[config.mk]
export PLATFORM = sky130hd
export DESIGN_NAME = control_pad_scanner
export DESIGN_NICKNAME = d
export VERILOG_FILES = /design/src/rtl/control_pad_scanner.sv
export SDC_FILE = /design/constraint.sdc
export NUM_CORES = 1
export LEC_CHECK = 0
export BUFFER_PORTS_ARGS = -buffer_cell sky130_fd_sc_hd__buf_2
export CELL_PAD_IN_SITES_DETAIL_PLACEMENT = 1
export CELL_PAD_IN_SITES_GLOBAL_PLACEMENT = 2
export CORE_UTILIZATION = 45
export CTS_CLUSTER_SIZE = 24
export DETAILED_ROUTE_END_ITERATION = 10
export PLACE_DENSITY_LB_ADDON = 0.1
export SYNTH_ARGS = -nofsm -noshare
export SYNTH_HDL_FRONTEND = slang
export SYNTH_SLANG_ARGS = --single-unit
[constraint.sdc]
create_clock -name fclk -period 19.7 [get_ports fclk]
set_input_delay 0.985 -clock fclk [delete_from_list [all_inputs] [get_ports fclk]]
set_output_delay 0.985 -clock fclk [all_outputs]
set_load 0.05 [all_outputs]
[src/rtl/control_pad_scanner.sv]
// ---------------------------------------------------------------------------
// control_pad_scanner
//
// Front end for the object-control path. Twelve raw push-buttons are
// synchronised, debounced, grouped into six direction pairs, and turned into
// one-cycle step strobes with press/hold auto-repeat. One tap gives exactly
// one step. A held button first gives a step, then another after
// REPEAT_DELAY cycles, then one every repeat period.
//
// Ports
//   fclk        in   1   system clock
//   rst         in   1   asynchronous, active-high reset
//   btn_raw     in  12   raw buttons, active-high, same bit map as controlPad
//   controlPad  out 12   {FB,LR,UD,rotX,rotY,rotZ}; per pair 2'b10 = positive,
//                        2'b01 = negative, 2'b00 = no step (one-cycle strobes)
//   pad_active  out  1   high while any pair is holding a direction
//
// Optional feature
//   PAD_ACCEL_EN  When defined, each pair counts its auto-repeat strobes
//                 (4-bit, saturating). After 8 of them the repeat period
//                 drops to REPEAT_PERIOD/4. The count clears when the pair
//                 leaves the repeat state.
// ---------------------------------------------------------------------------
module control_pad_scanner #(
    parameter int CNT_W           = 20,
    parameter int DEBOUNCE_CYCLES = 1000,
    parameter int REPEAT_DELAY    = 200000,
    parameter int REPEAT_PERIOD   = 50000
) (
    input  logic        fclk,
    input  logic        rst,
    input  logic [11:0] btn_raw,
    output logic [11:0] controlPad,
    output logic        pad_active
);

    typedef enum logic [1:0] {
        IDLE = 2'd0,
        HOLD = 2'd1,
        RPT  = 2'd2
    } state_t;

    localparam logic [CNT_W-1:0] DB_LAST     = CNT_W'(DEBOUNCE_CYCLES - 1);
    localparam logic [CNT_W-1:0] DELAY_LAST  = CNT_W'(REPEAT_DELAY - 1);
    localparam logic [CNT_W-1:0] PERIOD_LAST = CNT_W'(REPEAT_PERIOD - 1);
`ifdef PAD_ACCEL_EN
    localparam logic [CNT_W-1:0] FAST_LAST   = CNT_W'(REPEAT_PERIOD / 4 - 1);
`endif

    logic [11:0] sync_meta_reg;
    logic [11:0] sync_q;
    logic [11:0] stable;
    logic [5:0]  pair_busy;

    // Two-flop synchroniser for the asynchronous button inputs.
    always_ff @(posedge fclk or posedge rst) begin
        if (rst) begin
            sync_meta_reg <= '0;
            sync_q        <= '0;
        end else begin
            sync_meta_reg <= btn_raw;
            sync_q        <= sync_meta_reg;
        end
    end

    // Per-bit debounce: the level is accepted only after DEBOUNCE_CYCLES
    // consecutive samples that disagree with the current stable value.
    for (genvar gi = 0; gi < 12; gi++) begin : g_debounce
        logic             stable_reg;
        logic [CNT_W-1:0] cnt_reg;

        always_ff @(posedge fclk or posedge rst) begin
            if (rst) begin
                stable_reg <= 1'b0;
                cnt_reg    <= '0;
            end else if (sync_q[gi] == stable_reg) begin
                cnt_reg <= '0;
            end else if (cnt_reg == DB_LAST) begin
                stable_reg <= sync_q[gi];
                cnt_reg    <= '0;
            end else begin
                cnt_reg <= cnt_reg + CNT_W'(1);
            end
        end

        assign stable[gi] = stable_reg;
    end

    // Per-pair press/hold/repeat FSM.
    for (genvar gi = 0; gi < 6; gi++) begin : g_pair
        logic [1:0]       dir;
        state_t           state_reg;
        logic [1:0]       latched_reg;
        logic [CNT_W-1:0] cnt_reg;
        logic [1:0]       strobe_reg;
        logic [CNT_W-1:0] period_last;

        // Both buttons of a pair pressed together cancel out.
        assign dir = (stable[2*gi+1] & stable[2*gi]) ? 2'b00 : stable[2*gi +: 2];

        // Every state goes to IDLE exactly when dir is 00 and leaves IDLE
        // otherwise. So dir != 00 is the pair's next-state busy flag. That
        // keeps pad_active aligned with the registered state.
        assign pair_busy[gi] = (dir != 2'b00);

        assign controlPad[2*gi +: 2] = strobe_reg;

`ifdef PAD_ACCEL_EN
        logic [3:0] rpt_cnt_reg;
        logic       rpt_fire;
        logic       rpt_leave;

        assign period_last = (rpt_cnt_reg >= 4'd8) ? FAST_LAST : PERIOD_LAST;
        assign rpt_leave   = (state_reg == RPT) && (dir != latched_reg);
        assign rpt_fire    = (state_reg == RPT) && (dir == latched_reg) &&
                             (cnt_reg == period_last);

        always_ff @(posedge fclk or posedge rst) begin
            if (rst) begin
                rpt_cnt_reg <= 4'd0;
            end else if (rpt_leave) begin
                rpt_cnt_reg <= 4'd0;
            end else if (rpt_fire && (rpt_cnt_reg != 4'hF)) begin
                rpt_cnt_reg <= rpt_cnt_reg + 4'd1;
            end
        end
`else
        assign period_last = PERIOD_LAST;
`endif

        always_ff @(posedge fclk or posedge rst) begin
            if (rst) begin
                state_reg   <= IDLE;
                latched_reg <= 2'b00;
                cnt_reg     <= '0;
                strobe_reg  <= 2'b00;
            end else begin
                strobe_reg <= 2'b00;
                case (state_reg)
                    IDLE: begin
                        cnt_reg <= '0;
                        if (dir != 2'b00) begin
                            strobe_reg  <= dir;
                            latched_reg <= dir;
                            state_reg   <= HOLD;
                        end
                    end
                    HOLD: begin
                        if (dir == 2'b00) begin
                            cnt_reg   <= '0;
                            state_reg <= IDLE;
                        end else if (dir != latched_reg) begin
                            strobe_reg  <= dir;
                            latched_reg <= dir;
                            cnt_reg     <= '0;
                        end else if (cnt_reg == DELAY_LAST) begin
                            strobe_reg <= dir;
                            cnt_reg    <= '0;
                            state_reg  <= RPT;
                        end else begin
                            cnt_reg <= cnt_reg + CNT_W'(1);
                        end
                    end
                    RPT: begin
                        if (dir == 2'b00) begin
                            cnt_reg   <= '0;
                            state_reg <= IDLE;
                        end else if (dir != latched_reg) begin
                            // A reversal restarts the full hold delay.
                            strobe_reg  <= dir;
                            latched_reg <= dir;
                            cnt_reg     <= '0;
                            state_reg   <= HOLD;
                        end else if (cnt_reg == period_last) begin
                            strobe_reg <= dir;
                            cnt_reg    <= '0;
                        end else begin
                            cnt_reg <= cnt_reg + CNT_W'(1);
                        end
                    end
                    default: begin
                        cnt_reg   <= '0;
                        state_reg <= IDLE;
                    end
                endcase
            end
        end
    end

    always_ff @(posedge fclk or posedge rst) begin
        if (rst) begin
            pad_active <= 1'b0;
        end else begin
            pad_active <= |pair_busy;
        end
    end

endmodule

==> results of run 1 <==
-- power groups by stage --
stage | logic [W] | clock network [W] | registers, W
finish | 0.0000404 | 0.000979 | 0.000905
global route | 0.0000485 | 0.00105 | 0.000906
CTS | 0.0000431 | 0.00101 | 0.000905
detailed placement | 0.0000426 | 0 | 0.000921
global placement | 0.0000413 | 0 | 0.000920
floorplan | 0.0000307 | 0 | 0.000920
-- cells in the mapped netlist (all sizes together), types with 2 or more instances --
library cell and instances:
clkbuf 40, inv 94, nor4b 7, a21oi 8, and2 9, nand4 56, nor2b 12, or3 11
xnor2 189, xor2 159, o211ai 6, and4 12, nand2b 11, o21ai 32, o41ai 2, and3b 2
or2 13, o21a 2, nand3b 3, and3 52, nor4bb 2, nor3b 2, buf 12, mux2 14
a221o 2, a211oi 2, or4b 2, nand3 134, a311oi 5, nor3 50, nand2 185, ha 66
nor2 465, or4 8, mux2i 4, nor4 99, a31oi 5, o21bai 7, dfrtp 433
-- path summary, 6_finish.rpt --
path	end	cells past startpoint
max reg2reg	g_pair[1].cnt_reg[15]	6
min in group asynchronous	g_pair[1].cnt_reg[8]	2
max in group asynchronous	g_debounce[10].cnt_reg[4]	3
min reg2reg	sync_q[10]	0
max	g_pair[1].cnt_reg[15]	6
min	sync_q[10]	0
-- logic make-up (layout without fill, tap and decap cells) --
kind of cell / count (synthesis) / in the layout
buffers and inverters: 146 / 222
multiplexers: 18 / 18
AO/OA/AOI/OAI: 83 / 83
AND/OR/NAND/NOR: 1138 / 1138
XOR/XNOR: 348 / 348
flip-flops: 433 / 433
adder cells (fa/ha/maj): 66 / 66
other: 0 / 1
-- metrics by stage --
step / utilization, % / worst slack (ns)
after floorplan: - / 6.65
after global placement: 47.5 / 16.98
after detailed placement: 47.5 / 16.94
after CTS: 51.3 / 16.96
after global routing: 51.3 / 16.76
final: 51.3 / 17.01
-- cell type report --
class	instances	area [sq um]
clock inverter	22	240
inverter	94	360
fill	5243	22800
clock buffer	72	1530
sequential	433	10800
antenna	1	2.50
multi-input combinational	1653	10100
timing repair buffer	34	203
tap	607	759
-- routing by layer --
layer	GRT usage (%)	vias to the layer above
li1	-	7554
met1	26.6	7587
met2	32.3	108
met3	3.53	74
met4	4.87	0
met5	0	-
==> impl_summary.txt, run 1 <==
----------------------------------------------------
[Run status]
  Status ... finished, violations left
  Violated checks ... DRC

[Yosys]
  Cell taking the most area after synthesis ... sky130_fd_sc_hd__dfrtp_1
  Compound-gate portion of the synthesized area ... under 10%
  Post-Synth XOR/XNOR Area ... 14.2%
  Adder-cell share of the synthesized area ... under 10%
  Sequential-to-total area share from yosys stat ... between 50 and 60%
  Total of warnings raised by yosys ... 0
  Number of enable-type register cells in the synthesized netlist ... 0
  Synthesized area ... 21500 sq um
  Fraction of synthesized area in multiplexers ... less than 1%
  Share of the synthesized area in the top cell type ... approximately half
  Post-synthesis instance total ... 2232
  Average size of a mapped cell ... 9.61 sq um
  Top flip-flop cell by instance count after synthesis ... sky130_fd_sc_hd__dfrtp_1
  Flip-flop and latch count after synthesis ... ~430
  Number of distinct standard cells referenced by the synthesized netlist ... between 60 and 70
  Combinational family with the most area after synthesis ... simple AND/OR/NAND/NOR gates
  Fraction of the mapped netlist area in simple logic gates ... 25.3%
  Most area-consuming cells after synthesis ... sky130_fd_sc_hd__dfrtp_1 (51%), sky130_fd_sc_hd__nor2_1 (8.1%), sky130_fd_sc_hd__xnor2_1 (7.7%)
  Share of synthesized flip-flops with an asynchronous set or reset ... 100%
  Post-synth net total ... around 2300

[Floorplan]
  Number of top-level design ports ... 27
  Die ar. ... 48600 sq um
  Die span in x ... ~220 um
  Starting utilization of the core area ... a little under half
  Number of cell rows ... approximately 80
  Area inside the core boundary ... 46800 sq um
  Die Ht ... roughly 220 um

[STA]
  Min Hold Slack ... roughly 0.35 ns
  Maximum achievable frequency ... about 370 MHz
  Min Clock Period, post-route ... around 2.7 ns
  Number of max-slew violations in the final report ... 0
  Setup repair after global routing missed its margin ... no
  Final Hold Viols ... 0
  Max transition margin ... 18.2%
  Number of failing setup endpoints in the final timing report ... 0
  Final worst-path cycle share ... 13.6%
  Sum of negative setup slack ... 0 ns
  Final setup skew ... between 0.01 and 0.015 ns
  Transition time at the pin with the least slew margin ... 1.23 ns

[Finish]
  Finished Layout Cells ... 2916
  Layout cell share with drive strength beyond 1 ... 6.46%
  Number of flip-flops in the largest register ... 240
  Commonest non-fill, non-tap cell in the layout ... sky130_fd_sc_hd__nor2_1
  Final non-filler cell area ... approximately 24000 sq um
  Nets@finish ... about 2300
  Highest-count cells in the layout ignoring fill and taps ... sky130_fd_sc_hd__nor2_1 (465), sky130_fd_sc_hd__dfrtp_1 (433), sky130_fd_sc_hd__xnor2_1 (189)
  Synth-to-layout area growth ... 11.8%

[Global route]
  Antenna violations before repair ... 1
  Maximum number of pins on one net before global-route repair ... between 150 and 200
  Number of global-route vias before repair ... around 16000
  Total GRT Usage ... 19.6%
  Gr ovfl total ... 0
  First-pass GRT wire length ... between 70000 and 80000 um

[Power and ir drop]
  Internal power summed over all cells ... 0.00151 W
  Peak VDD IR ... 66.5 uV
  Power per Cell Area ... around 80 nW/um^2
  Overall power consumption ... approximately 0.0019 W
  P_leak ... 10.0 nW
  Net Sw Frac ... a little over a fifth
  Clock network fraction of total power ... between 50% and 60%
  Switching pwr ... roughly 0.00041 W
  Sequential Power Share ... around 47%
  Combinational cell fraction of total power ... between 2 and 2.5%

[Critical path]
  Sequence of cells on the critical path ... or4_1 > nor4_1 > a31oi_1 > o211ai_1 > buf_4 > nor2_1
  Gate family responsible for the most delay along the worst path ... simple AND/OR/NAND/NOR gates
  CP required ... roughly 20 ns
  Kind of capture point of the worst setup path ... register
  Worst setup SP type ... register
  Crit path buffers/inverters ... 1
  Worst EP arrival ... ~3.2 ns
  WS Path Type ... reg -> reg
  Maximum single-stage delay on the critical path ... 0.70 ns
  Reg2Reg Launch Point ... g_pair[1].cnt_reg[12]
  Top fanout value on the critical path ... 11
  Crit. Startpoint ... g_pair[1].cnt_reg[12]
  Slack of the worst reg-to-reg path ... approximately 17 ns
  Slowest cell on the critical path ... sky130_fd_sc_hd__o211ai_1

[Min path]
  Hold/Removal Path Class ... reg -> reg
  Min-Delay Startpoint ... sync_meta_reg[10]

[Routing]
  Post-DRT Antenna Nets ... 0
  Avg Vias per Cell ... approximately 5.3
  Average detailed-routed wire length per instance ... ~15 um
  Number of detailed-route iterations in the first pass ... 7
  Metal2 WL ... 21300 um
  Remaining design rule violation count ... 1
  Final wirelength ... roughly 45000 um
  Uppermost layer routed ... met4
  Met3 wirelength from detailed routing ... 1340 um
  Met1 Routed Length ... 21500 um
  Number of design-rule violations left by the first detailed-router iteration ... 670
  Via total after detailed routing ... ~15000

[Clock network]
  Number of clock sinks ... around 430
  Number of clock buffers inserted by TritonCTS ... 50
  Number of setup buffers added after CTS ... 0
  Htree depth ... 2
  Root Driver ... sky130_fd_sc_hd__clkbuf_16
  Worst-Skew Late Latency ... 0.59 ns
  TritonCTS clock tree ... done
  CTS hold repair buffers ... 0
  Post-CTS clock slew at the launch and capture registers of the worst setup and hold paths ... 0.06 ns
  Clock tree buffer depth ... 3
  Resized Gates After CTS ... 0

[Placed design]
  Placed cells ... between 2000 and 3000
  Placer congestion estimate ... roughly 0.79
  Port Buffer Count ... 26
  Placed cell area ... 22200 sq um
  Total half-perimeter wirelength after legalization and detailed placement ... 30100 um

[Job]
  Maxcap violations ... 0

----------------------------------------------------
Note: power is estimated with default switching activity, not from simulation.
==> run 2: changes to the inputs <==
--- a/config.mk
+++ b/config.mk
@@ -8,7 +8,7 @@
 export BUFFER_PORTS_ARGS = -buffer_cell sky130_fd_sc_hd__buf_2
 export CELL_PAD_IN_SITES_DETAIL_PLACEMENT = 1
 export CELL_PAD_IN_SITES_GLOBAL_PLACEMENT = 2
-export CORE_UTILIZATION = 45
+export CORE_UTILIZATION = 41
 export CTS_CLUSTER_SIZE = 24
 export DETAILED_ROUTE_END_ITERATION = 10
 export PLACE_DENSITY_LB_ADDON = 0.1
==> constraint.sdc (replaced) <==
create_clock -name fclk -period 2.5 [get_ports fclk]
set_input_delay 0.125 -clock fclk [delete_from_list [all_inputs] [get_ports fclk]]
set_output_delay 0.125 -clock fclk [all_outputs]
set_load 0.05 [all_outputs]
==> run 2 against run 1 <==
Net effect: the run now ends clean; total power grew to 8.0 times the previous value; non-clock buffer count grew 44; final area rose by 2.4%; combinational power grew to 9.1 times the previous value; clock power grew to 8.1 times the previous value; global-route usage decreased by 1.9 points; worst setup slack lost 17 ns; count of clock-buffer cells in the layout unchanged; utilization fell by 3.6 points.
==> impl_summary.txt, run 2 (same netlist as run 1, synthesis figures left out) <==
----------------------------------------------------
[Routing]
  Remaining design rule violation count ... 0
  Final wirelength ... roughly 45000 um
  Number of design-rule violations left by the first detailed-router iteration ... ~610
  Average detailed-routed wire length per instance ... about 15 um
  Post-DRT Antenna Nets ... 0
  Number of detailed-route iterations in the first pass ... 4
  Via total after detailed routing ... between 15000 and 20000
  Avg Vias per Cell ... 5.08

[Clock network]
  Number of setup buffers added after CTS ... 0
  TritonCTS clock tree ... done
  Htree depth ... 2
  Number of clock buffers inserted by TritonCTS ... about 50
  Root Driver ... sky130_fd_sc_hd__clkbuf_16
  Post-CTS clock slew at the launch and capture registers of the worst setup and hold paths ... about 0.060 ns
  Clock tree buffer depth ... 3
  Number of clock sinks ... between 400 and 500
  Worst-Skew Late Latency ... about 0.58 ns

[Min path]
  Hold/Removal Path Class ... in -> async

[Global route]
  Maximum number of pins on one net before global-route repair ... 88
  Total GRT Usage ... roughly 18%
  Gr ovfl total ... 0
  Antenna violations before repair ... 0
  First-pass GRT wire length ... between 70000 and 80000 um
  Number of global-route vias before repair ... around 16000

[Critical path]
  Worst setup SP type ... register
  Top fanout value on the critical path ... 5
  Worst Reg2Reg Path Length in Cells ... 5
  Slowest cell on the critical path ... sky130_fd_sc_hd__or4_1
  Kind of capture point of the worst setup path ... register
  Reg2Reg Launch Point ... g_pair[0].cnt_reg[9]
  Crit. Startpoint ... g_pair[0].cnt_reg[9]
  Worst EP arrival ... between 2 and 3 ns
  Maximum single-stage delay on the critical path ... just over 0.5 ns
  Sequence of cells on the critical path ... or4_1 > or3_1 > o311ai_2 > o2111a_2 > mux2_1
  WS Path Type ... reg -> reg
  CP required ... around 3 ns

[Finish]
  FF/Latch Area ... roughly 11000 sq um
  Synth-to-layout area growth ... 14.4%
  Commonest non-fill, non-tap cell in the layout ... sky130_fd_sc_hd__nor2_1
  Final Core Density ... between 40% and 50%
  Multi-input logic area ... slightly above 10000 sq um
  Layout cell share with drive strength beyond 1 ... under 10%
  Number of flip-flops in the largest register ... 240
  Ant diodes ... 0
  Highest-count cells in the layout ignoring fill and taps ... sky130_fd_sc_hd__nor2_1 (465), sky130_fd_sc_hd__dfrtp_1 (433), sky130_fd_sc_hd__xnor2_1 (189)
  Number of fill cells in the layout ... slightly below 6000
  Nets@finish ... roughly 2400

[Floorplan]
  Starting utilization of the core area ... 41.7%
  Die span in x ... ~230 um
  Area inside the core boundary ... just over 50000 sq um
  Number of top-level design ports ... 27
  Die Ht ... around 230 um
  Die ar. ... roughly 53000 sq um
  Number of cell rows ... slightly above 80

[Placed design]
  Port Buffer Count ... 26
  Total half-perimeter wirelength after legalization and detailed placement ... between 30000 and 40000 um
  Placer congestion estimate ... between 0.7 and 0.8

[STA]
  Final setup skew ... about 0.014 ns
  Final worst-path cycle share ... just over 90%
  Number of max-slew violations in the final report ... 0
  Max transition margin ... roughly half
  Maximum achievable frequency ... 433 MHz
  Setup repair after global routing missed its margin ... no
  Number of failing setup endpoints in the final timing report ... 0
  Transition time at the pin with the least slew margin ... just under 0.8 ns
  Final Hold Viols ... 0
  Sum of negative setup slack ... 0 ns
  Min Clock Period, post-route ... around 2.3 ns

[Power and ir drop]
  Peak VDD IR ... 477 uV
  P_leak ... 10.3 nW
  Power per Cell Area ... between 600 and 700 nW/um^2
  Overall power consumption ... between 0.015 and 0.02 W

[Run status]
  Status ... finished, final reports clean

[Job]
  Maxcap violations ... 0

----------------------------------------------------
==> run 2: per-layer routing <==
layer	global-route usage [%]	vias to the layer above	share of wire (%)
met5	0	-	0
met4	5.50	0	2.2
met3	2.38	69	2.4
met2	29.4	95	47
met1	23.7	7620	48
li1	-	7628	-
==> run 2: through the flow <==
step | instance area, sq um | instances | setup slack, ns | hold WS (ns)
2_1_floorplan | 21500 | 2232 | -3.47 | 0.156
3_3_place_gp | 22600 | 2925 | 0.212 | 0.154
3_5_place_dp | 22600 | 2925 | 0.194 | 0.158
4_1_cts | 24500 | 3033 | 0.182 | 0.0691
5_1_grt | 24500 | 3033 | 0.104 | 0.0967
6_report | 24500 | 3033 | 0.191 | 0.103
==> run 2: worst paths after layout <==
path / slack, ns / endpoint
worst min register to register: 0.35 / sync_q[9]
max in group asynchronous: 1.39 / g_pair[0].cnt_reg[13]
worst min-delay path: 0.10 / g_debounce[1].cnt_reg[10]
min in group fclk: 0.18 / sync_meta_reg[5]
worst max-delay path: 0.19 / g_pair[0].state_reg[1]
worst max register to register: 0.19 / g_pair[0].state_reg[1]
==> run 2: layout make-up <==
type                       count  area share [%]
clock buffer                  72            6.18
clock inverter                23            1.24
timing repair buffer          78            2.56
sequential                   433            44.1
tap                          680            3.47
multi-input combinational   1653            41.0
inverter                      94            1.45
==> run 2: where the power goes <==
part | total, W | internal, W | switching, W
Sequential | 0.00713 | 0.00708 | 0.0000525
Combinational | 0.000367 | 0.000110 | 0.000257
Clock | 0.00796 | 0.00494 | 0.00302
==> run 2: repair_timing <==
item | CTS | global route
hold buffers | 13 | 0
hold endpoints to repair | 247 | 0
resized for setup | 0 | 0
==> run 2: worst max-delay path: cells and delay by family (launching register included) <==
kind | cells | cell delay, ns
compound gates | 2 | 0.60
simple gates | 2 | 0.86
mux | 1 | 0.32
flops | 1 | 0.42
==> run 3: changes to the inputs <==
--- a/config.mk
+++ b/config.mk
@@ -11,7 +11,7 @@
 export CORE_UTILIZATION = 41
 export CTS_CLUSTER_SIZE = 24
 export DETAILED_ROUTE_END_ITERATION = 10
-export PLACE_DENSITY_LB_ADDON = 0.1
+export PLACE_DENSITY = 0.84
 export SYNTH_ARGS = -nofsm -noshare
 export SYNTH_HDL_FRONTEND = slang
 export SYNTH_SLANG_ARGS = --single-unit
==> run 3 against run 2 <==
Net effect: worst setup slack worse by 0.0066 ns; clock power is 1% lower; flip-flop and latch count stayed put; maximum frequency is 0.29% lower; worst hold slack better by 0.041 ns; utilization is 0.10 points higher; global-route usage is 0.56 points higher; critical endpoint is now g_pair[2].state_reg[0]; cell count is 0.13% higher; clock skew is 0.0027 ns higher; largest cell class unchanged; non-clock buffer count is 7 higher.
==> impl_summary.txt, run 3 (same netlist as run 1, synthesis figures left out) <==
----------------------------------------------------
[Critical path]
  Slowest cell on the critical path ... sky130_fd_sc_hd__or4_4
  Worst setup SP type ... register
  Worst EP arrival ... between 2 and 3 ns
  Sequence of cells on the critical path ... or4_4 > nor4_4 > nand3_2 > o41ai_2 > mux2_1
  Crit. Startpoint ... g_pair[2].cnt_reg[13]
  FF-to-FF End ... g_pair[2].state_reg[0]
  Worst Reg2Reg Path Length in Cells ... 5
  Maximum single-stage delay on the critical path ... between 0.5 and 0.6 ns
  Top fanout value on the critical path ... 5
  Gate family responsible for the most delay along the worst path ... simple AND/OR/NAND/NOR gates
  Worst setup path endpoint ... g_pair[2].state_reg[0]
  Reg2Reg Launch Point ... g_pair[2].cnt_reg[13]
  Slack of the worst reg-to-reg path ... roughly 0.18 ns
  CP required ... slightly below 3 ns
  Crit path buffers/inverters ... 0
  WS Path Type ... reg -> reg
  Critical Path Stages ... 5
  Kind of capture point of the worst setup path ... register

[Routing]
  Average detailed-routed wire length per instance ... ~15 um
  Avg Vias per Cell ... 5.17
  Post-DRT Antenna Nets ... 0
  Number of design-rule violations left by the first detailed-router iteration ... 664
  Final wirelength ... 46300 um
  Number of detailed-route iterations in the first pass ... 4
  Remaining design rule violation count ... 0
  Via total after detailed routing ... 15700

[STA]
  Setup repair after global routing missed its margin ... no
  Max transition margin ... about half
  Transition time at the pin with the least slew margin ... ~0.73 ns
  Number of failing setup endpoints in the final timing report ... 0
  Min Clock Period, post-route ... about 2.3 ns
  Final setup skew ... 0.0165 ns
  Sum of negative setup slack ... 0 ns
  Number of max-slew violations in the final report ... 0
  Final worst slack ... 0.185 ns
  Final Hold Viols ... 0
  Final worst-path cycle share ... between 90 and 100%
  Maximum achievable frequency ... between 400 and 500 MHz

[Clock network]
  Resized Gates After CTS ... 0
  Post-CTS clock slew at the launch and capture registers of the worst setup and hold paths ... 0.06 ns
  Clock tree buffer depth ... 3
  Number of clock buffers inserted by TritonCTS ... 50
  Number of setup buffers added after CTS ... 0
  TritonCTS clock tree ... done
  Htree depth ... 2
  Root Driver ... sky130_fd_sc_hd__clkbuf_16
  CTS hold repair buffers ... 13
  Worst-Skew Late Latency ... around 0.59 ns
  Number of clock sinks ... about 430

[Finish]
  Synth-to-layout area growth ... 14.7%
  Nets@finish ... 2397
  Ant diodes ... 0
  Number of flip-flops in the largest register ... 240
  Final non-filler cell area ... roughly 25000 sq um
  Finished Layout Cells ... around 3000
  Highest-count cells in the layout ignoring fill and taps ... sky130_fd_sc_hd__nor2_1 (465), sky130_fd_sc_hd__dfrtp_1 (433), sky130_fd_sc_hd__xnor2_1 (189)
  Final Core Density ... between 40% and 50%
  Layout cell share with drive strength beyond 1 ... 7.76%
  Commonest non-fill, non-tap cell in the layout ... sky130_fd_sc_hd__nor2_1

[Job]
  Maxcap violations ... 0

[Floorplan]
  Die ar. ... roughly 53000 sq um
  Die Ht ... about 230 um
  Area inside the core boundary ... between 50000 and 60000 sq um
  Number of cell rows ... slightly above 80
  Number of top-level design ports ... 27
  Starting utilization of the core area ... around two fifths
  Die span in x ... 231 um

[Power and ir drop]
  Power per Cell Area ... 625 nW/um^2
  Peak VDD IR ... ~520 uV
  P_leak ... between 10 and 15 nW

[Min path]
  Hold/Removal Path Class ... in -> async

[Global route]
  Maximum number of pins on one net before global-route repair ... 86
  Gr ovfl total ... 0
  GR met2 Demand/Resource ... between 30% and 40%
  Antenna violations before repair ... 0
  Global Route met1 Usage ... 24.2%
  Most heavily used metal layer in global routing ... met2
  Met3 layer usage reported by global route ... under 10%
  Number of global-route vias before repair ... approximately 17000
  Total GRT Usage ... between 10% and 20%
  First-pass GRT wire length ... ~82000 um

[Placed design]
  Placed cells ... roughly 2900
  Total half-perimeter wirelength after legalization and detailed placement ... approximately 32000 um
  Worst slack after detailed placement ... between 0.2 and 0.25 ns
  Placed cell area ... between 20000 and 25000 sq um
  Port Buffer Count ... 26
  Placer congestion estimate ... around 0.8

[Run status]
  Status ... finished, final reports clean

----------------------------------------------------
## run 3: worst min-delay path by stage
stage	to	slack [ns]	cells after the start
2_1_floorplan	sync_meta_reg[0]	0.16	0
3_3_place_gp	g_debounce[9].cnt_reg[6]	0.22	2
3_5_place_dp	g_debounce[9].cnt_reg[5]	0.23	2
4_1_cts	g_debounce[9].cnt_reg[5]	0.13	3
5_1_grt	g_debounce[9].cnt_reg[5]	0.16	3
6_report	g_debounce[9].cnt_reg[5]	0.14	3
## run 3: worst min-delay path: cells and delay by family
family	cells	cell delay, ns
buffers and inverters	3	1.06
## run 3: through the flow
stage          hold slack [ns]  power [W]
2_1_floorplan            0.156    0.00749
3_3_place_gp             0.221    0.00762
3_5_place_dp             0.229    0.00764
4_1_cts                  0.126     0.0157
5_1_grt                  0.160     0.0160
6_report                 0.144     0.0154
## run 3: area by class of cell
class	instances	area (sq um)
timing repair buffer	85	706
inverter	94	357
multi-input combinational	1653	10100
sequential	433	10800
clock buffer	76	1560
clock inverter	16	235
tap	680	851
fill	5862	26900
## run 3: per-layer routing
metal	vias up	wire length (um)
li1	7652	-
met1	7859	21600
met2	118	22600
met3	69	1230
met4	0	898
met5	-	0
## run 3: report_power, final
| group | leakage [nW] | internal (W) | switching, W |
|---|---|---|---|
| Clock | 0.887 | 0.00491 | 0.00297 |
| Combinational | 3.47 | 0.000120 | 0.000261 |
| Sequential | 5.97 | 0.00708 | 0.0000550 |
| Total | 10.3 | 0.0121 | 0.00328 |
